$ cat config.mk
export PLATFORM = sky130hd
export DESIGN_NAME = mux_sel_seq_flat
export DESIGN_NICKNAME = d
export VERILOG_FILES = /design/src/rtl/mux_seq_pkg.sv /design/src/rtl/mux_sel_seq_if.sv /design/src/rtl/mux_sel_seq.sv /design/src/flat_wrapper.sv
export SDC_FILE = /design/constraint.sdc
export NUM_CORES = 1
export LEC_CHECK = 0
export CORE_UTILIZATION = 55
export DETAILED_ROUTE_END_ITERATION = 12
export GPL_TIMING_DRIVEN = 0
export PLACE_DENSITY = 0.82
export SYNTH_ARGS = -nofsm -noshare
export SYNTH_HDL_FRONTEND = slang
export SYNTH_SLANG_ARGS = --single-unit
$ cat constraint.sdc
create_clock -name clk -period 5 [get_ports clk]
set_input_delay 0.75 -clock clk [delete_from_list [all_inputs] [get_ports clk]]
set_output_delay 0.75 -clock clk [all_outputs]
set_load 0.005 [all_outputs]
$ cat src/rtl/mux_seq_pkg.sv
// mux_seq_pkg
//   Constants and types shared by the slot sequencer, its bus interface and
//   the 10-way slot multiplexer it drives.
//   NUM_SLOTS : slots scanned per frame
//   SEL_W     : select / slot-index width (also the multiplexer select width)
//   DATA_W    : slot data width
//   DWELL_W   : dwell-count width
package mux_seq_pkg;

    localparam int NUM_SLOTS = 10;
    localparam int SEL_W     = 4;
    localparam int DATA_W    = 16;
    localparam int DWELL_W   = 16;

    typedef enum logic [0:0] {
        IDLE = 1'b0,
        RUN  = 1'b1
    } state_t;

endpackage

$ cat src/rtl/mux_sel_seq_if.sv
// mux_sel_seq_if
//   Control, multiplexer and sample bus of the slot sequencer.
//   slave  : sequencer side (takes start/stop/loop_en/dwell/slot_data,
//            drives mux_sel/busy/sample_*/frame_done)
//   master : controller / multiplexer side (the opposite directions)
interface mux_sel_seq_if;
    import mux_seq_pkg::*;

    logic               start;
    logic               stop;
    logic               loop_en;
    logic [DWELL_W-1:0] dwell;
    logic [DATA_W-1:0]  slot_data;
    logic [SEL_W-1:0]   mux_sel;
    logic               busy;
    logic               sample_valid;
    logic [DATA_W-1:0]  sample_data;
    logic [SEL_W-1:0]   sample_slot;
    logic               frame_done;

    modport slave (
        input  start, stop, loop_en, dwell, slot_data,
        output mux_sel, busy, sample_valid, sample_data, sample_slot, frame_done
    );

    modport master (
        output start, stop, loop_en, dwell, slot_data,
        input  mux_sel, busy, sample_valid, sample_data, sample_slot, frame_done
    );

endinterface

$ cat src/rtl/mux_sel_seq.sv
// mux_sel_seq
//   Steps the slot multiplexer select through slots 0..NUM_SLOTS-1, holding
//   each slot for dwell_q cycles, and captures the multiplexer output on the
//   last dwell cycle of each slot as a tagged one-cycle sample.
//   clk  : system clock, rising edge
//   rst  : synchronous active-high reset
//   bus  : mux_sel_seq_if.slave
//            start/stop/loop_en/dwell  frame control
//            slot_data                 multiplexer output (combinational of mux_sel)
//            mux_sel                   registered multiplexer select
//            busy                      high while scanning
//            sample_valid/_data/_slot  one-cycle tagged sample
//            frame_done                strobe with the last-slot sample
module mux_sel_seq
    import mux_seq_pkg::*;
(
    input  logic         clk,
    input  logic         rst,
    mux_sel_seq_if.slave bus
);

    localparam logic [SEL_W-1:0] LAST_SLOT = SEL_W'(NUM_SLOTS - 1);

    // A zero dwell would never reach its last cycle; treat it as one cycle.
    function automatic logic [DWELL_W-1:0] dwell_sat(input logic [DWELL_W-1:0] d);
        return (d == '0) ? DWELL_W'(1) : d;
    endfunction

    state_t             state_q, state_n;
    logic [DWELL_W-1:0] cnt_q, cnt_n;
    logic [DWELL_W-1:0] dwell_q, dwell_n;
    logic [SEL_W-1:0]   sel_q, sel_n;
    logic               vld_p0, vld_n;
    logic [DATA_W-1:0]  data_p0, data_n;
    logic [SEL_W-1:0]   slot_p0, slot_n;
    logic               fd_p0, fd_n;
    logic               last_dwell;

    assign last_dwell = (cnt_q == dwell_q - DWELL_W'(1));

    always_ff @(posedge clk) begin
        if (rst) begin
            state_q <= IDLE;
            cnt_q   <= '0;
            dwell_q <= DWELL_W'(1);
            sel_q   <= '0;
            vld_p0  <= 1'b0;
            data_p0 <= '0;
            slot_p0 <= '0;
            fd_p0   <= 1'b0;
        end else begin
            state_q <= state_n;
            cnt_q   <= cnt_n;
            dwell_q <= dwell_n;
            sel_q   <= sel_n;
            vld_p0  <= vld_n;
            data_p0 <= data_n;
            slot_p0 <= slot_n;
            fd_p0   <= fd_n;
        end
    end

    always_comb begin
        state_n = state_q;
        cnt_n   = cnt_q;
        dwell_n = dwell_q;
        sel_n   = sel_q;
        vld_n   = 1'b0;
        fd_n    = 1'b0;
        data_n  = data_p0;
        slot_n  = slot_p0;

        unique case (state_q)
            IDLE: begin
                cnt_n = '0;
                sel_n = '0;
                if (bus.start && !bus.stop) begin
                    state_n = RUN;
                    dwell_n = dwell_sat(bus.dwell);
                end
            end
            RUN: begin
                if (bus.stop) begin
                    // Abort drops any sample due on this edge.
                    state_n = IDLE;
                    cnt_n   = '0;
                    sel_n   = '0;
                end else if (last_dwell) begin
                    cnt_n  = '0;
                    vld_n  = 1'b1;
                    data_n = bus.slot_data;
                    slot_n = sel_q;
                    if (sel_q == LAST_SLOT) begin
                        fd_n  = 1'b1;
                        sel_n = '0;
                        if (!bus.loop_en) state_n = IDLE;
                    end else begin
                        sel_n = sel_q + SEL_W'(1);
                    end
                end else begin
                    cnt_n = cnt_q + DWELL_W'(1);
                end
            end
            default: state_n = IDLE;
        endcase
    end

    assign bus.mux_sel      = sel_q;
    assign bus.busy         = (state_q == RUN);
    assign bus.sample_valid = vld_p0;
    assign bus.sample_data  = data_p0;
    assign bus.sample_slot  = slot_p0;
    assign bus.frame_done   = fd_p0;

endmodule

$ cat src/flat_wrapper.sv
// flat-port wrapper written by rule: the top's interface ports become plain ports
module mux_sel_seq_flat import mux_seq_pkg::*;
  (clk, rst, bus_start, bus_stop, bus_loop_en, bus_dwell, bus_slot_data, bus_mux_sel, bus_busy, bus_sample_valid, bus_sample_data, bus_sample_slot, bus_frame_done);
  mux_sel_seq_if bus_i ();
  input  logic clk;
  input  logic rst;
  input wire logic [$bits(bus_i.start)-1:0] bus_start;
  input wire logic [$bits(bus_i.stop)-1:0] bus_stop;
  input wire logic [$bits(bus_i.loop_en)-1:0] bus_loop_en;
  input wire logic [$bits(bus_i.dwell)-1:0] bus_dwell;
  input wire logic [$bits(bus_i.slot_data)-1:0] bus_slot_data;
  output wire logic [$bits(bus_i.mux_sel)-1:0] bus_mux_sel;
  output wire logic [$bits(bus_i.busy)-1:0] bus_busy;
  output wire logic [$bits(bus_i.sample_valid)-1:0] bus_sample_valid;
  output wire logic [$bits(bus_i.sample_data)-1:0] bus_sample_data;
  output wire logic [$bits(bus_i.sample_slot)-1:0] bus_sample_slot;
  output wire logic [$bits(bus_i.frame_done)-1:0] bus_frame_done;
  assign bus_i.start = bus_start;
  assign bus_i.stop = bus_stop;
  assign bus_i.loop_en = bus_loop_en;
  assign bus_i.dwell = bus_dwell;
  assign bus_i.slot_data = bus_slot_data;
  assign bus_mux_sel = bus_i.mux_sel;
  assign bus_busy = bus_i.busy;
  assign bus_sample_valid = bus_i.sample_valid;
  assign bus_sample_data = bus_i.sample_data;
  assign bus_sample_slot = bus_i.sample_slot;
  assign bus_frame_done = bus_i.frame_done;
  mux_sel_seq u_core (.clk(clk), .rst(rst), .bus(bus_i));
endmodule
==> summary.txt <==
GRT
  • Grt ovf: 0
  • Vias in the first global route: 2556
  • GR Util All Layers: 25.13%
  • Largest net degree at the start of global routing: 11
  • First-pass GRT wire length: 11.98 mm
  • Antenna violations before repair: 0

CTS
  • Sink Count: 59
  • PostCTS Resize Cnt: 0
  • Clock tree buffer depth: 2
  • Root buffer cell: clkbuf_8
  • TritonCTS clock tree: yes
  • Worst-Skew Late Latency: 340 ps
  • Setup Fix Bufs, Post-CTS: 0
  • Htree depth: 3
  • Hold buffers post-CTS: 0
  • Num CTS Buffers: 9
  • CTS clk-pin slew, worst paths: 70 ps

Floorplan
  • CORE AREA: 5507 sq um
  • Number of I/O pins: 64
  • Die Width: 77.67 microns
  • Die height: 77.67 microns
  • Die area: 6033 sq um
  • Starting Density: 57.19%
  • Row cnt: 27

Placed design
  • Gpl congestion: 0.8811
  • Placed cell count: 489
  • Post-DP HPWL: 5.231 mm
  • I/O Buffers: 63
  • Setup WS pre-CTS: 2314 ps

Routing
  • Routed wire length: 6.970 mm
  • Wire length per cell: 13.83 microns
  • Residual DRC: 0
  • DR vias: 2732
  • Post-route ant nets: 0
  • DR vias/cell: 5.421
  • DR iter-0 viols: 109
  • 1st-pass router iterations: 4

Synth
  • Syn_nets: 395
  • Simple-Gate Fraction of Synth Area: 31.51%
  • Ys flop type: dfxtp_1
  • Share of synthesized cell area in full adder, half adder and majority cells: 1.589%
  • Register area share after synthesis: 37.50%
  • Yosys reg bits: 59
  • Synth Area in XOR/XNOR: 10.29%
  • Cell variety after synth: 53
  • Mapped Avg Cell Area: 8.896 sq um
  • Number of synthesized flops with an enable pin: 0
  • Yosys Warn Count: 0
  • Compound-cell area share of the yosys netlist: 8.304%
  • Mapped Cells: 354
  • Asr flop ratio synth: 0%
  • Mapped Area: 3149 sq um
  • Largest family of logic cells by synthesized area: simple AND/OR/NAND/NOR gates
  • Multiplexer share of the synthesized area: 7.310%

Power
  • Switching share of power: 25.84%
  • NetSw: 0.2686 mW
  • Max VDD drop: 0.0002175 V
  • Clock share of power: 38.3%
  • Pwr dens: 256.8 nW/um^2
  • Internal power: 0.7710 mW
  • Pwr Total: 1.040 mW
  • Leak: 1.352 nW
  • Combinational group share of total power: 14.7%
  • Seq pwr share: 47.0%

Timing
  • Fin crit period: 2630 ps
  • Max Transition Viols Final: 0
  • Max-slew headroom: 59.66%
  • Unrepaired setup endpoints after global routing: false
  • Final setup fails: 0
  • Fmax: 380.2 MHz
  • Worst clock skew: 9.063 ps
  • Sum Neg Setup Slack: 0 ps
  • Setup WS post-layout: 2370 ps
  • Final Hold Viols: 0
  • Measured slew at the worst slew-check pin: 605.1 ps
  • Final period util: 52.60%

Finish
  • Non-filler cells, final: 504
  • Fillers: 439
  • Final net count: 469
  • Ratio of cells with drive above 1 in the final layout: 8.565%
  • Area growth from synthesis to final layout: 28.57%
  • ANT cells: 0

Worst setup path
  • Worst R2R Setup Slack: 2370 ps
  • Setup crit end kind: register
  • WP data required: 5270 ps
  • CP max FO: 10
  • Arr. time, crit path: 2900 ps
  • CP Class: reg -> reg
  • CP Launch Type: register

Worst hold path
  • Hold Crit Class: reg -> reg

Status
  • Status: complete, no violations

Job
  • # Max-Cap Violations: 0
==> path summary, 6_finish.rpt <==
path | from | end | cells past startpoint
worst max register to register | u_core.dwell_q[0] | u_core.bus.sample_data[11] | 9
worst max-delay path | u_core.dwell_q[0] | u_core.bus.sample_data[11] | 9
worst min register to register | u_core.bus.sample_data[15] | u_core.bus.sample_data[15] | 2
worst min-delay path | u_core.bus.sample_data[15] | u_core.bus.sample_data[15] | 2
==> power groups by stage <==
stage / logic, mW / registers (mW) / clock network [mW]
2_1_floorplan: 0.0990 / 0.496 / 0
3_3_place_gp: 0.151 / 0.498 / 0
3_5_place_dp: 0.152 / 0.499 / 0
4_1_cts: 0.153 / 0.488 / 0.402
5_1_grt: 0.169 / 0.489 / 0.427
6_report: 0.153 / 0.488 / 0.398
==> metal layers <==
metal	up-vias	share of wire, %	global-route usage [%]
li1	1385	-	-
met1	1279	47	31.09
met2	57	47	42.12
met3	11	4.5	6.824
met4	0	1.4	8.113
met5	-	0	0
==> synthesized netlist by cell type (3+ instances only) <==
cell	instances	share of area, %
nand4_1	5	0.99
nor3_2	9	2.9
or2_2	3	0.60
nor2_1	15	1.8
dfxtp_1	59	38
xor2_1	11	3.1
nand3_1	12	1.9
nand2b_1	42	8.3
mux2i_1	23	7.3
and2_1	4	0.79
inv_1	4	0.48
a21oi_1	15	2.4
nor3_1	14	2.2
nand2_1	40	4.8
xnor2_1	26	7.2
clkbuf_1	15	1.8
buf_6	3	1.1
and3_1	3	0.60
ha_1	4	1.6
nor4_1	8	1.6
==> worst max-delay path: stages, from the launching register on <==
cell,delay [ps]
dfxtp_1,370
inv_1,80
ha_1,190
or3b_2,520
nor4_1,250
a221o_1,240
o21ai_2,120
nor4_4,360
buf_6,220
mux2i_1,200
==> logic make-up after synthesis <==
group / after synthesis
simple gates: 172
flops: 59
xor+xnor: 37
compound gates: 36
buf+inv: 23
mux: 23
fa+ha+maj: 4
==> sequential cells by signal, summed over array words and instances (netlist names) <==
signal,cells
u_core.bus.mux_sel,4
u_core.dwell_q,16
u_core.cnt_q,16
u_core.bus.busy,1
u_core.bus.sample_slot,4
u_core.bus.frame_done,1
u_core.bus.sample_valid,1
u_core.bus.sample_data,16
==> area by class of cell <==
cell class | instances | area (sq um) | area share (%)
Buffer | 19 | 95.09 | 2.349
Clock buffer | 13 | 168.9 | 4.172
Clock inverter | 2 | 10.01 | 0.2472
Inverter | 4 | 15.01 | 0.3708
Multi-Input combinational cell | 272 | 1858 | 45.89
Sequential cell | 59 | 1181 | 29.17
Tap cell | 72 | 90.09 | 2.225
Timing Repair Buffer | 63 | 630.6 | 15.57
==> placed cells by master, fill, tap and decap left out, types with 2 or more instances in the layout <==
| cell type | Yosys | final |
|---|---|---|
| a221oi_1 | 2 | 2 |
| xnor2_1 | 26 | 26 |
| or2_2 | 3 | 3 |
| and3_1 | 3 | 3 |
| a21oi_1 | 15 | 15 |
| buf_6 | 3 | 3 |
| nand4_1 | 5 | 5 |
| nand3b_1 | 2 | 2 |
| clkinv_2 | 0 | 2 |
| nor2_1 | 15 | 15 |
| nor3_2 | 9 | 9 |
| mux2i_1 | 23 | 23 |
| nor3_1 | 14 | 14 |
| nor4_1 | 8 | 8 |
| inv_1 | 4 | 4 |
| xor2_1 | 11 | 11 |
| dfxtp_1 | 59 | 59 |
| nand2b_1 | 42 | 42 |
| o311ai_1 | 2 | 2 |
| clkbuf_8 | 0 | 12 |
| or4_1 | 2 | 2 |
| or3_1 | 2 | 2 |
| nand3_1 | 12 | 12 |
| o41ai_1 | 2 | 2 |
| nand2_1 | 40 | 40 |
| ha_1 | 4 | 4 |
| and2_1 | 4 | 4 |
| clkdlybuf4s50_1 | 0 | 63 |
| clkbuf_1 | 15 | 16 |
==> metrics by stage <==
step	cell area, sq um	hold WS, ps	util, %
floorplan	3149	448.8	-
global placement	3870	458.0	70.28
detailed placement	3870	465.4	70.28
CTS	4049	474.4	73.53
global route	4049	495.7	73.53
finish	4049	470.9	73.53
No activity file was read; power rests on OpenSTA's default activity.
